### src/rtl/hssi_fifo_arb_pkg.sv
// -----------------------------------------------------------------------------
// hssi_fifo_arb_pkg
// Shared types and constants for the HSSI packet arbiter.
//   arb_state_e  : arbiter FSM state (IDLE / BUSY)
//   PKT_CNT_W    : width of the packet counter
//   *_pos/_lsb   : bit positions of the fields inside a fifo_data word, which
//                  is packed {src_id, sop, eop, payload} with payload at bit 0
// -----------------------------------------------------------------------------
package hssi_fifo_arb_pkg;

  typedef enum logic {
    ST_IDLE = 1'b0,
    ST_BUSY = 1'b1
  } arb_state_e;

  localparam int PKT_CNT_W   = 16;
  localparam int PAYLOAD_LSB = 0;

  function automatic int eop_pos(input int data_w);
    return data_w;
  endfunction

  function automatic int sop_pos(input int data_w);
    return data_w + 1;
  endfunction

  function automatic int src_lsb(input int data_w);
    return data_w + 2;
  endfunction

  function automatic int fifo_word_w(input int data_w, input int src_w);
    return data_w + src_w + 2;
  endfunction

endpackage

### src/rtl/hssi_rr_sel.sv
// -----------------------------------------------------------------------------
// hssi_rr_sel
// Combinational round-robin picker. Scans the request vector starting at
// last_i+1 (modulo NUM_REQ) and returns the first set index.
//   req_i   : request vector
//   last_i  : index of the previous winner
//   idx_o   : selected index (0 when nothing is requested)
//   found_o : at least one request was set
// -----------------------------------------------------------------------------
module hssi_rr_sel #(
  parameter int NUM_REQ = 2,
  parameter int IDX_W   = $clog2(NUM_REQ)
) (
  input  logic [NUM_REQ-1:0] req_i,
  input  logic [IDX_W-1:0]   last_i,
  output logic [IDX_W-1:0]   idx_o,
  output logic               found_o
);

  int               cand;
  logic [IDX_W-1:0] cand_idx;

  // NOTE: every output of a combinational block gets a default before any
  // conditional assignment, so no path leaves it unassigned (no latch).
  always_comb begin
    idx_o    = '0;
    found_o  = 1'b0;
    cand     = 0;
    cand_idx = '0;
    // Offset 1 first, so the previous owner is checked last.
    for (int k = 1; k <= NUM_REQ; k++) begin
      cand     = (int'(last_i) + k) % NUM_REQ;
      cand_idx = IDX_W'(cand);
      if (!found_o && req_i[cand_idx]) begin
        found_o = 1'b1;
        idx_o   = cand_idx;
      end
    end
  end

endmodule

### src/rtl/hssi_fifo_pkt_arb.sv
// -----------------------------------------------------------------------------
// hssi_fifo_pkt_arb
// Packet-level round-robin arbiter feeding one shared scfifo. A requester owns
// the FIFO write port from its first beat through its eop beat; the grant
// never moves mid-packet. Accepted beats are registered onto fifo_data one
// cycle after acceptance.
//   clock, sclr        : clock, synchronous active-high reset
//   req_valid/sop/eop  : per-requester beat valid and packet markers
//   req_data           : per-requester payload, requester i at [i*DATA_W +: DATA_W]
//   req_ready          : per-requester beat accept (combinational)
//   fifo_wrreq/data    : write strobe and {src_id, sop, eop, payload} word
//   fifo_almost_full   : back-pressure from the FIFO (>= 2 words of slack)
//   grant              : one-hot current owner, zero when idle
//   proto_err          : sticky sop/eop sequencing error
//   pkt_cnt            : packets written, wraps at 16 bits
// NUM_REQ must lie in 2..8 and SRC_W must be >= clog2(NUM_REQ).
// -----------------------------------------------------------------------------
module hssi_fifo_pkt_arb
  import hssi_fifo_arb_pkg::*;
#(
  parameter int NUM_REQ = 2,
  parameter int DATA_W  = 64,
  parameter int SRC_W   = 3
) (
  input  logic                        clock,
  input  logic                        sclr,
  input  logic [NUM_REQ-1:0]          req_valid,
  input  logic [NUM_REQ*DATA_W-1:0]   req_data,
  input  logic [NUM_REQ-1:0]          req_sop,
  input  logic [NUM_REQ-1:0]          req_eop,
  output logic [NUM_REQ-1:0]          req_ready,
  output logic                        fifo_wrreq,
  output logic [DATA_W+SRC_W+2-1:0]   fifo_data,
  input  logic                        fifo_almost_full,
  output logic [NUM_REQ-1:0]          grant,
  output logic                        proto_err,
  output logic [PKT_CNT_W-1:0]        pkt_cnt
);

  localparam int IDX_W  = $clog2(NUM_REQ);
  localparam int WORD_W = fifo_word_w(DATA_W, SRC_W);

  arb_state_e           state_q;
  logic [NUM_REQ-1:0]   grant_q;
  logic [IDX_W-1:0]     owner_q;
  logic [IDX_W-1:0]     last_owner_q;
  logic                 first_q;      // next accepted beat is the packet's first
  logic                 proto_err_q;
  logic                 wrreq_q;
  logic [WORD_W-1:0]    data_q;
  logic [PKT_CNT_W-1:0] pkt_cnt_q;
  logic [PKT_CNT_W-1:0] pkt_cnt_d;

  logic [IDX_W-1:0]     pick_idx;
  logic                 pick_found;
  logic [NUM_REQ-1:0]   pick_onehot;

  logic [DATA_W-1:0]    data_arr [NUM_REQ];
  logic [DATA_W-1:0]    own_data;
  logic                 own_sop;
  logic                 own_eop;
  logic                 accept;
  logic                 sop_err;
  logic [WORD_W-1:0]    beat_word;

  hssi_rr_sel #(
    .NUM_REQ (NUM_REQ),
    .IDX_W   (IDX_W)
  ) u_rr_sel (
    .req_i   (req_valid),
    .last_i  (last_owner_q),
    .idx_o   (pick_idx),
    .found_o (pick_found)
  );

  for (genvar g = 0; g < NUM_REQ; g++) begin : g_unpack
    assign data_arr[g] = req_data[g*DATA_W +: DATA_W];
  end

  assign pick_onehot = NUM_REQ'(1) << pick_idx;

  // Only the owner can see ready, so at most one beat is accepted per cycle.
  assign req_ready = (state_q == ST_BUSY && !fifo_almost_full) ? grant_q : '0;
  assign accept    = |(req_valid & req_ready);

  assign own_data  = data_arr[owner_q];
  assign own_sop   = req_sop[owner_q];
  assign own_eop   = req_eop[owner_q];
  // sop must be present on the first beat and absent on every later one.
  assign sop_err   = first_q ^ own_sop;
  assign pkt_cnt_d = pkt_cnt_q + 1'b1;

  always_comb begin
    beat_word                            = '0;
    beat_word[PAYLOAD_LSB +: DATA_W]     = own_data;
    beat_word[eop_pos(DATA_W)]           = own_eop;
    beat_word[sop_pos(DATA_W)]           = own_sop;
    beat_word[src_lsb(DATA_W) +: SRC_W]  = SRC_W'(owner_q);
  end

  // NOTE: sequential state is updated with non-blocking assignments so every
  // register samples pre-edge values regardless of statement order.
  always_ff @(posedge clock) begin
    if (sclr) begin
      state_q      <= ST_IDLE;
      grant_q      <= '0;
      owner_q      <= '0;
      last_owner_q <= IDX_W'(NUM_REQ - 1);
      first_q      <= 1'b0;
      proto_err_q  <= 1'b0;
      wrreq_q      <= 1'b0;
      // NOTE: the output data register is cleared on reset too, so the FIFO
      // port never shows a stale word from before the reset.
      data_q       <= '0;
      pkt_cnt_q    <= '0;
    end else begin
      wrreq_q <= 1'b0;
      case (state_q)
        ST_IDLE: begin
          if (pick_found) begin
            grant_q <= pick_onehot;
            owner_q <= pick_idx;
            first_q <= 1'b1;
            state_q <= ST_BUSY;
          end
        end
        ST_BUSY: begin
          if (accept) begin
            wrreq_q <= 1'b1;
            data_q  <= beat_word;
            first_q <= 1'b0;
            if (sop_err) begin
              proto_err_q <= 1'b1;
            end
            if (own_eop) begin
              pkt_cnt_q    <= pkt_cnt_d;
              last_owner_q <= owner_q;
              grant_q      <= '0;
              state_q      <= ST_IDLE;
            end
          end
        end
        default: begin
          state_q <= ST_IDLE;
          grant_q <= '0;
        end
      endcase
    end
  end

  assign grant      = grant_q;
  assign fifo_wrreq = wrreq_q;
  assign fifo_data  = data_q;
  assign proto_err  = proto_err_q;
  assign pkt_cnt    = pkt_cnt_q;

endmodule

### config.mk
export PLATFORM = sky130hd
export DESIGN_NAME = hssi_fifo_pkt_arb
export DESIGN_NICKNAME = d
export VERILOG_FILES = /design/src/rtl/hssi_fifo_arb_pkg.sv /design/src/rtl/hssi_rr_sel.sv /design/src/rtl/hssi_fifo_pkt_arb.sv
export SDC_FILE = /design/constraint.sdc
export NUM_CORES = 1
export LEC_CHECK = 0
export CELL_PAD_IN_SITES_DETAIL_PLACEMENT = 2
export CELL_PAD_IN_SITES_GLOBAL_PLACEMENT = 2
export CORE_MARGIN = 2
export CORE_UTILIZATION = 22
export CTS_CLUSTER_SIZE = 10
export DETAILED_ROUTE_END_ITERATION = 8
export GPL_TIMING_DRIVEN = 0
export HOLD_SLACK_MARGIN = 0.02
export PLACE_DENSITY_LB_ADDON = 0.1
export SETUP_SLACK_MARGIN = 0.1
export SLEW_MARGIN = 10
export SYNTH_ARGS = -nofsm -noshare
export SYNTH_HDL_FRONTEND = slang
export SYNTH_SLANG_ARGS = --single-unit
### constraint.sdc
create_clock -name clock -period 1.94 [get_ports clock]
set_clock_uncertainty 0.2 [all_clocks]
set_input_delay 0.291 -clock clock [delete_from_list [all_inputs] [get_ports clock]]
set_output_delay 0.291 -clock clock [all_outputs]
set_load 0.02 [all_outputs]
After elaboration in Yosys (flattened, before gate mapping):

Cells that the tools add are included.

* bits in registers: 91
* bits in writable memories: 0
* output and inout port bits: 91
* input port bits: 137
* memories: 0
* ROM bits: 0
* bits in latches: 0

* order comparisons: 4
* equal/unequal tests: 3
* reduce and logical (&&, ||, !) cells: 12
* divide/modulo/power cells: 0
* multiplexer cells: 28
* bitwise gates (word level): 4
* shift-type cells: 1
* add/subtract/negate cells: 3
* $mul: 0

Operator list (count)
* $mux W64: 3
* $mux W1: 18
* $add A16 B1 Y16 const B: 1
* $reduce_and A3 Y1: 3
* $mux W2: 4
* $lt A1 B2 Y1 const B: 3
* $reduce_and A2 Y1: 3
* $ne A2 B1 Y1 const B: 2
* $pmux W1 S2: 2
* $pmux W2 S2: 1
* $reduce_or A2 Y1: 2
* $add A1 B1 Y1 const B: 2
* $and A2 B2 Y2: 1
* $ge A2 B2 Y1 const B: 1
* $logic_and A1 B1 Y1: 2
* $logic_not A1 Y1: 2
* $ne A2 B2 Y1 const B: 1
* $not A1 Y2: 1
* $shl A1 B1 Y2 const A: 1
* $not A1 Y1: 1
* $xor A1 B1 Y1: 1

Depth between registers and ports, before layout:

Gate-level depths: netlist of the first run.

* word-level depth: 10
* gate-level depth with buffers: 6
* depth with buffers taken out: 5

Cells and area by module:

A second synthesis of the first run with hierarchy kept.

* cells, all modules: 425
* area, all modules: 3986.3 sq um

Modules (own cells, without submodules)
* hssi_fifo_pkt_arb: area each 3972.6 sq um, cells an instance 423, times used 1
* hssi_rr_sel: area each 13.8 sq um, cells an instance 2, times used 1

Worst setup path before layout of the first run:

Ideal clock, no wire load.

* kind: register -> register
* from: register pkt_cnt_q[0] (netlist: pkt_cnt[0])
* to: register pkt_cnt_q[6] (netlist: pkt_cnt[6])
* setup slack: 0.069 ns
* arrival time: 1.601 ns
* required time: 1.670 ns
* buffers on the path: 0
* cell stages (with the launch flop): 6
* cell sequence: dfxtp_1 ha_1 nand2_1 or3_1 or3_1 a21oi_1

* cells in the longest elaborated chain, start to end: 1

Ends and longest elaborated chain
* start, declared: RTL line hssi_fifo_pkt_arb.sv:51 `logic [PKT_CNT_W-1:0] pkt_cnt_q;`
* start signal, assigned: RTL line hssi_fifo_pkt_arb.sv:136 `pkt_cnt_q <= pkt_cnt_d;`
* $add A16 B1 Y16: RTL line hssi_fifo_pkt_arb.sv:91 `assign pkt_cnt_d = pkt_cnt_q + 1'b1;`

No other way between the ends.
A chain may end at the register's enable or synchronous reset.

Worst setup path after layout of the first run:

* from: register data_q[3] (netlist: fifo_data[3])
* to: output port fifo_data[3]

RTL lines
* start, declared: RTL line hssi_fifo_pkt_arb.sv:50 `logic [WORD_W-1:0] data_q;`
* start signal, assigned: RTL line hssi_fifo_pkt_arb.sv:130 `data_q <= beat_word;`
* end, declared: RTL line hssi_fifo_pkt_arb.sv:33 `output logic [DATA_W+SRC_W+2-1:0] fifo_data,`

No word-level cell between the ends.

==> results of run 1 <==
[worst min path at each step]
stage                                from                         end  depth (start not counted)
6_report                     req_valid[0]          state_q$_SDFF_PP0_                          3
5_1_grt                      req_valid[0]          state_q$_SDFF_PP0_                          3
4_1_cts        fifo_data[66]$_SDFFE_PP0P_  fifo_data[66]$_SDFFE_PP0P_                          2
3_5_place_dp   fifo_data[66]$_SDFFE_PP0P_  fifo_data[66]$_SDFFE_PP0P_                          2
3_3_place_gp   fifo_data[66]$_SDFFE_PP0P_  fifo_data[66]$_SDFFE_PP0P_                          2
2_1_floorplan   last_owner_q$_SDFFE_PP1P_   last_owner_q$_SDFFE_PP1P_                          1
[state kept, by name, indices dropped and copies added, names as in the netlist]
name and count:
owner_q 1, pkt_cnt 16, grant 2, fifo_wrreq 1, fifo_data 67, first_q 1, proto_err 1, last_owner_q 1
state_q 1
[what timing repair did]
action,CTS,global route
pin swaps,2,3
gates resized for setup,63,72
cloned,3,0
setup buffers,4,2
endpoints found under the setup margin,105,104
endpoints found under the hold margin,0,0
[where the power goes]
group	internal, mW	leakage [nW]	switching [mW]
Clock	1.26	0.165	0.789
Combinational	0.463	2.26	0.369
Sequential	1.91	0.743	0.0284
Total	3.63	3.17	1.19
[routing by layer]
| metal | vias to the layer above | wire length (um) |
|---|---|---|
| li1 | 2035 | - |
| met1 | 2039 | 7240 |
| met2 | 141 | 8270 |
| met3 | 16 | 1260 |
| met4 | 0 | 288 |
| met5 | - | 0 |
[kinds of logic (layout without fill, tap and decap cells)]
group | Yosys count | in the layout | synth area share
flip-flops | 91 | 91 | 0.426
other | 1 | 2 | 0.000877
multiplexers | 66 | 66 | 0.156
adder cells (fa/ha/maj) | 1 | 1 | 0.00293
AO/OA/AOI/OAI | 104 | 104 | 0.225
AND/OR/NAND/NOR | 120 | 121 | 0.130
XOR/XNOR | 4 | 4 | 0.00820
buffers and inverters | 39 | 287 | 0.0512
[placed cells by master (no fill, tap or decap), types with 4 or more instances in the layout]
| master | netlist | layout |
|---|---|---|
| mux2i_1 | 65 | 64 |
| nand3_1 | 6 | 5 |
| clkbuf_1 | 14 | 10 |
| clkbuf_2 | 0 | 4 |
| nand4_1 | 4 | 4 |
| nor2_1 | 71 | 71 |
| or3_1 | 7 | 6 |
| dlygate4sd2_1 | 0 | 22 |
| a21oi_1 | 21 | 20 |
| dlymetal6s2s_1 | 0 | 36 |
| dfxtp_2 | 0 | 8 |
| a211oi_1 | 16 | 15 |
| buf_4 | 5 | 14 |
| buf_6 | 5 | 12 |
| clkdlybuf4s50_1 | 0 | 164 |
| clkbuf_16 | 0 | 9 |
| dfxtp_1 | 91 | 80 |
| o21ai_1 | 6 | 6 |
| a211oi_2 | 50 | 51 |
| o31ai_1 | 6 | 6 |
| or4_1 | 6 | 6 |
| nand2_1 | 15 | 14 |
[area by class of cell]
class	instances	share of cell area
buffer	37	0.0392
clock buffer	9	0.0300
clock inverter	7	0.0155
inverter	2	0.00100
multi-input combinational	298	0.309
sequential	91	0.246
tap	260	0.0434
timing repair buffer	232	0.316
[metrics by stage]
stage	power, mW	cells	hold slack, ps	setup TNS, ps
2_1_floorplan	2.34	427	249	0
3_3_place_gp	2.79	911	243	-39320
3_5_place_dp	2.81	911	258	-43690
4_1_cts	4.90	934	268	0
5_1_grt	5.03	936	232	0
6_report	4.82	936	237	0
==> results.txt, run 1 <==
GRT Max-Usage Layer: met2
Final Slew Violations: 0
Avg Cell Area, Syn: 10.0 um^2
Period utilization: 0.932
Initial antenna violation count: 0
DR DRC count: 0
Count leader, synth: dfxtp_1
CTS tree: yes
Final WL: 17,100 um
Pre-CTS WS: -586 ps
Hold-fix buffer count after cts: 0
Critical Path Sink Type: output pin
Die footprint: 20,600 um^2
CP Launch Type: flop
Met1 usage: 0.193
LEAKAGE: 3.17 nW
Share of the yosys chip area belonging to registers: 0.426
Final #Nets: 809
Chip height: 143 um
Fill count: 2,045
R2r startpoint: owner_q$_SDFFE_PP0P_
Clk pin slew, worst setup/hold paths: 70 ps
Worst Reg-to-Reg Cells: 5
Final hold vios: 0
H-Tree Depth: 3
Cell area after layout: 7500 um^2
Rows: 50
Mapped Cells: 426
Layout area overhead: 75.3%
Worst slew pin tran: 762 ps
Iteration-0 DRC Markers: 98
Final min period: 1810 ps
Fin util: 0.397
Vias: 4,231
Status: finished, final reports clean
Gr ovfl total: 0
Synth warn: 0
Number of distinct library cells after synthesis: 35
Yosys reg bits: 91
Post-DRT Antenna Nets: 0
Flop2flop setup slack: 170 ps
Async SR Flop Fraction: 0
WL per Instance: 18.2 um
CTS buffer count: 9
Diode count: 0
Sink Count: 91
Synth top area share: 0.426
Hpwl dp: 13,200 um
Starting density of the core: 0.226
Worst setup margin: 132 ps
Worst VDD drop: 0.410 mV
HP Class: input pin to flop
Clock Tree Root: clkbuf_16
Max_slew headroom: 0.492
Mapped Area: 4280 um^2
Vias per inst: 4.52
M3 GR Usage: 0.0467
Most frequent cells after synthesis: dfxtp_1 (91), nor2_1 (71), mux2i_1 (65)
Ratio of cells with drive above 1 in the final layout: 0.194
Clock Latency Late Sink: 350 ps
Global Route Usage Sum: 0.162
DP Area: 6850 um^2
CP startpoint: fifo_data[3]$_SDFFE_PP0P_
Number of global-route vias before repair: 4,616
P per Cell Area: 643 nW/um^2
CP bufs+invs: 1
Max-Cap Viols: 0
Biggest area consumer among synthesized cells: dfxtp_1
Top FF cell, synth: dfxtp_1
PortBufs: 224
Maximum root-to-sink buffer count: 2
CP cell instances: clkdlybuf4s50_1
CP max FO: 2
Placer Congestion: 0.727
CP required: 1450 ps
Top cells by area, synth: dfxtp_1 (43%), mux2i_1 (15%), a211oi_2 (15%)
Core area: 18,900 um^2
Drt first pass iters: 4
Crit-path max cell delay: 630 ps
Worst r2r dst: pkt_cnt[15]$_SDFFE_PP0P_
Crit path kind: flop to output pin
Multi-input logic area: 2320 um^2
Setup violators final: 0
EDFF count, synth: 0
Largest net degree at the start of global routing: 16
Arrival time worst endpoint: 1320 ps
Flip-flop and latch area: 1840 um^2
WP depth: 1
I/O Pins: 228
Max frequency: 553 MHz
Met2 usage: 0.282
Die width: 143 um
RSZ-0062 raised after global routing: no
Critical Path Sink: fifo_data[3]
CP delay by family, top: buffers and inverters
First-pass GRT wire length: 25,600 um
Slowest stage cell, crit path: clkdlybuf4s50_1
Power figures use the tool's default switching activity.
==> run 2: changes to the inputs <==
--- a/config.mk
+++ b/config.mk
@@ -5,10 +5,11 @@
 export SDC_FILE = /design/constraint.sdc
 export NUM_CORES = 1
 export LEC_CHECK = 0
+export ABC_CLOCK_PERIOD_IN_PS = 2090
 export CELL_PAD_IN_SITES_DETAIL_PLACEMENT = 2
 export CELL_PAD_IN_SITES_GLOBAL_PLACEMENT = 2
 export CORE_MARGIN = 2
-export CORE_UTILIZATION = 22
+export CORE_UTILIZATION = 24
 export CTS_CLUSTER_SIZE = 10
 export DETAILED_ROUTE_END_ITERATION = 8
 export GPL_TIMING_DRIVEN = 0
==> constraint.sdc (replaced) <==
create_clock -name clock -period 2.09 [get_ports clock]
set_clock_uncertainty 0.2 [all_clocks]
set_input_delay 0.3135 -clock clock [delete_from_list [all_inputs] [get_ports clock]]
set_output_delay 0.3135 -clock clock [all_outputs]
set_load 0.02 [all_outputs]
==> results.txt, run 2 (synthesized netlist as in run 1, its figures left out) <==
Drt first pass iters: 4
Cell area after layout: 7140 um^2
DP Area: 6800 um^2
Hpwl dp: 12,800 um
Global Route Usage Sum: 0.168
Gr ovfl total: 0
Rows: 48
H-Tree Depth: 3
Max frequency: 503 MHz
Most common cell after layout, fill and taps aside: clkdlybuf4s50_1
LEAKAGE: 2.33 nW
Arrival time worst endpoint: 1480 ps
Vias per inst: 4.65
Diode count: 0
Chip height: 137 um
DP Cell Count: 876
Setup violators final: 0
Initial antenna violation count: 0
Core area: 17,400 um^2
Worst VDD drop: 0.423 mV
Hold-fix buffer count after cts: 0
Final #Nets: 800
Number of global-route vias before repair: 4,413
Die footprint: 18,900 um^2
First-pass GRT wire length: 24,300 um
CP required: 1580 ps
Ratio of cells with drive above 1 in the final layout: 0.147
Max_slew headroom: 0.490
Placer Congestion: 0.738
Maximum root-to-sink buffer count: 2
Final min period: 1990 ps
Layout Cells excl Fill: 890
Final WL: 16,200 um
Crit path kind: input pin to output pin
Iteration-0 DRC Markers: 89
CP Launch Type: input pin
Final Slew Violations: 0
I/O Pins: 228
Die width: 137 um
Vias: 4,137
PortBufs: 224
Starting density of the core: 0.246
Post-DRT Antenna Nets: 0
Clock Latency Late Sink: 340 ps
Status: finished, final reports clean
HP Class: input pin to flop
Critical Path Sink Type: output pin
RSZ-0062 raised after global routing: yes
CP max FO: 8
Largest net degree at the start of global routing: 14
WL per Instance: 18.2 um
Commonest cells after routing, fill and taps aside: clkdlybuf4s50_1 (219), dfxtp_1 (87), nor2_1 (71)
DR DRC count: 0
Period utilization: 0.952
Max FFs per register: 67
P per Cell Area: 598 nW/um^2
Sink Count: 91
CTS buffer count: 9
Clock Tree Root: clkbuf_16
CTS tree: yes
Max-Cap Viols: 0
Layout area overhead: 66.9%
Worst slew pin tran: 764 ps
Final hold vios: 0
Clk pin slew, worst setup/hold paths: 70 ps
==> run 2: changes by cell type in the layout (fill, tap and decap cells not counted), sizes merged, moves of 2 or more <==
cell           before  now
dlymetal6s2s       36    2
clkinv              3    1
dlygate4sd2        22    1
clkbuf             25   27
buf                31   22
clkdlybuf4s50     164  219
==> run 2: final timing paths <==
check	startpoint	end	slack, ps	cells after the start
min reg2reg	proto_err$_SDFFE_PP0P_	proto_err$_SDFFE_PP0P_	270	2
min	req_valid[0]	state_q$_SDFF_PP0_	260	3
max	fifo_almost_full	req_ready[1]	100	4
max reg2reg	owner_q$_SDFFE_PP0P_	pkt_cnt[13]$_SDFFE_PP0P_	200	6
==> run 2: timing repair <==
item,4_1_cts,5_1_grt
endpoints found under the setup margin,75,12
buffers inserted,0,0
hold endpoints to repair,0,0
resized for setup,13,13
==> run 2: metrics by stage <==
step | setup TNS, ps | setup slack, ps | hold slack [ps] | utilization | power [mW]
2_1_floorplan | 0 | 219 | 249 | - | 2.17
3_3_place_gp | -26580 | -398 | 244 | 0.392 | 2.58
3_5_place_dp | -30580 | -436 | 260 | 0.392 | 2.60
4_1_cts | 0 | 73.0 | 277 | 0.410 | 4.34
5_1_grt | 0 | 36.4 | 271 | 0.411 | 4.48
6_report | 0 | 101 | 264 | 0.411 | 4.27
==> run 2: worst max-delay path: stages <==
cell and delay [ps]:
clkdlybuf4s50_1 400, and2b_4 310, and2_1 140, clkdlybuf4s15_1 300
==> run 2: layer usage <==
metal,track usage,wire length [um],vias up,share of wire
li1,-,-,2015,-
met1,0.200,6820,1977,0.42
met2,0.293,7890,134,0.49
met3,0.0482,1300,11,0.080
met4,0.0481,168,0,0.010
met5,0,0,-,0
==> run 2: layout make-up <==
type | count | area [um^2]
Buffer | 37 | 225
Clock buffer | 11 | 233
Inverter | 2 | 7.51
Multi-Input combinational cell | 297 | 2260
Clock inverter | 3 | 65.1
Tap cell | 225 | 282
Sequential cell | 91 | 1830
Fill cell | 1876 | 10200
Timing Repair Buffer | 224 | 2240
==> run 2: report_power, final <==
group / internal, mW / leakage [nW] / switching, mW
clock network: 1.03 / 0.145 / 0.683
logic: 0.417 / 1.45 / 0.329
registers: 1.78 / 0.739 / 0.0266
total: 3.23 / 2.33 / 1.04
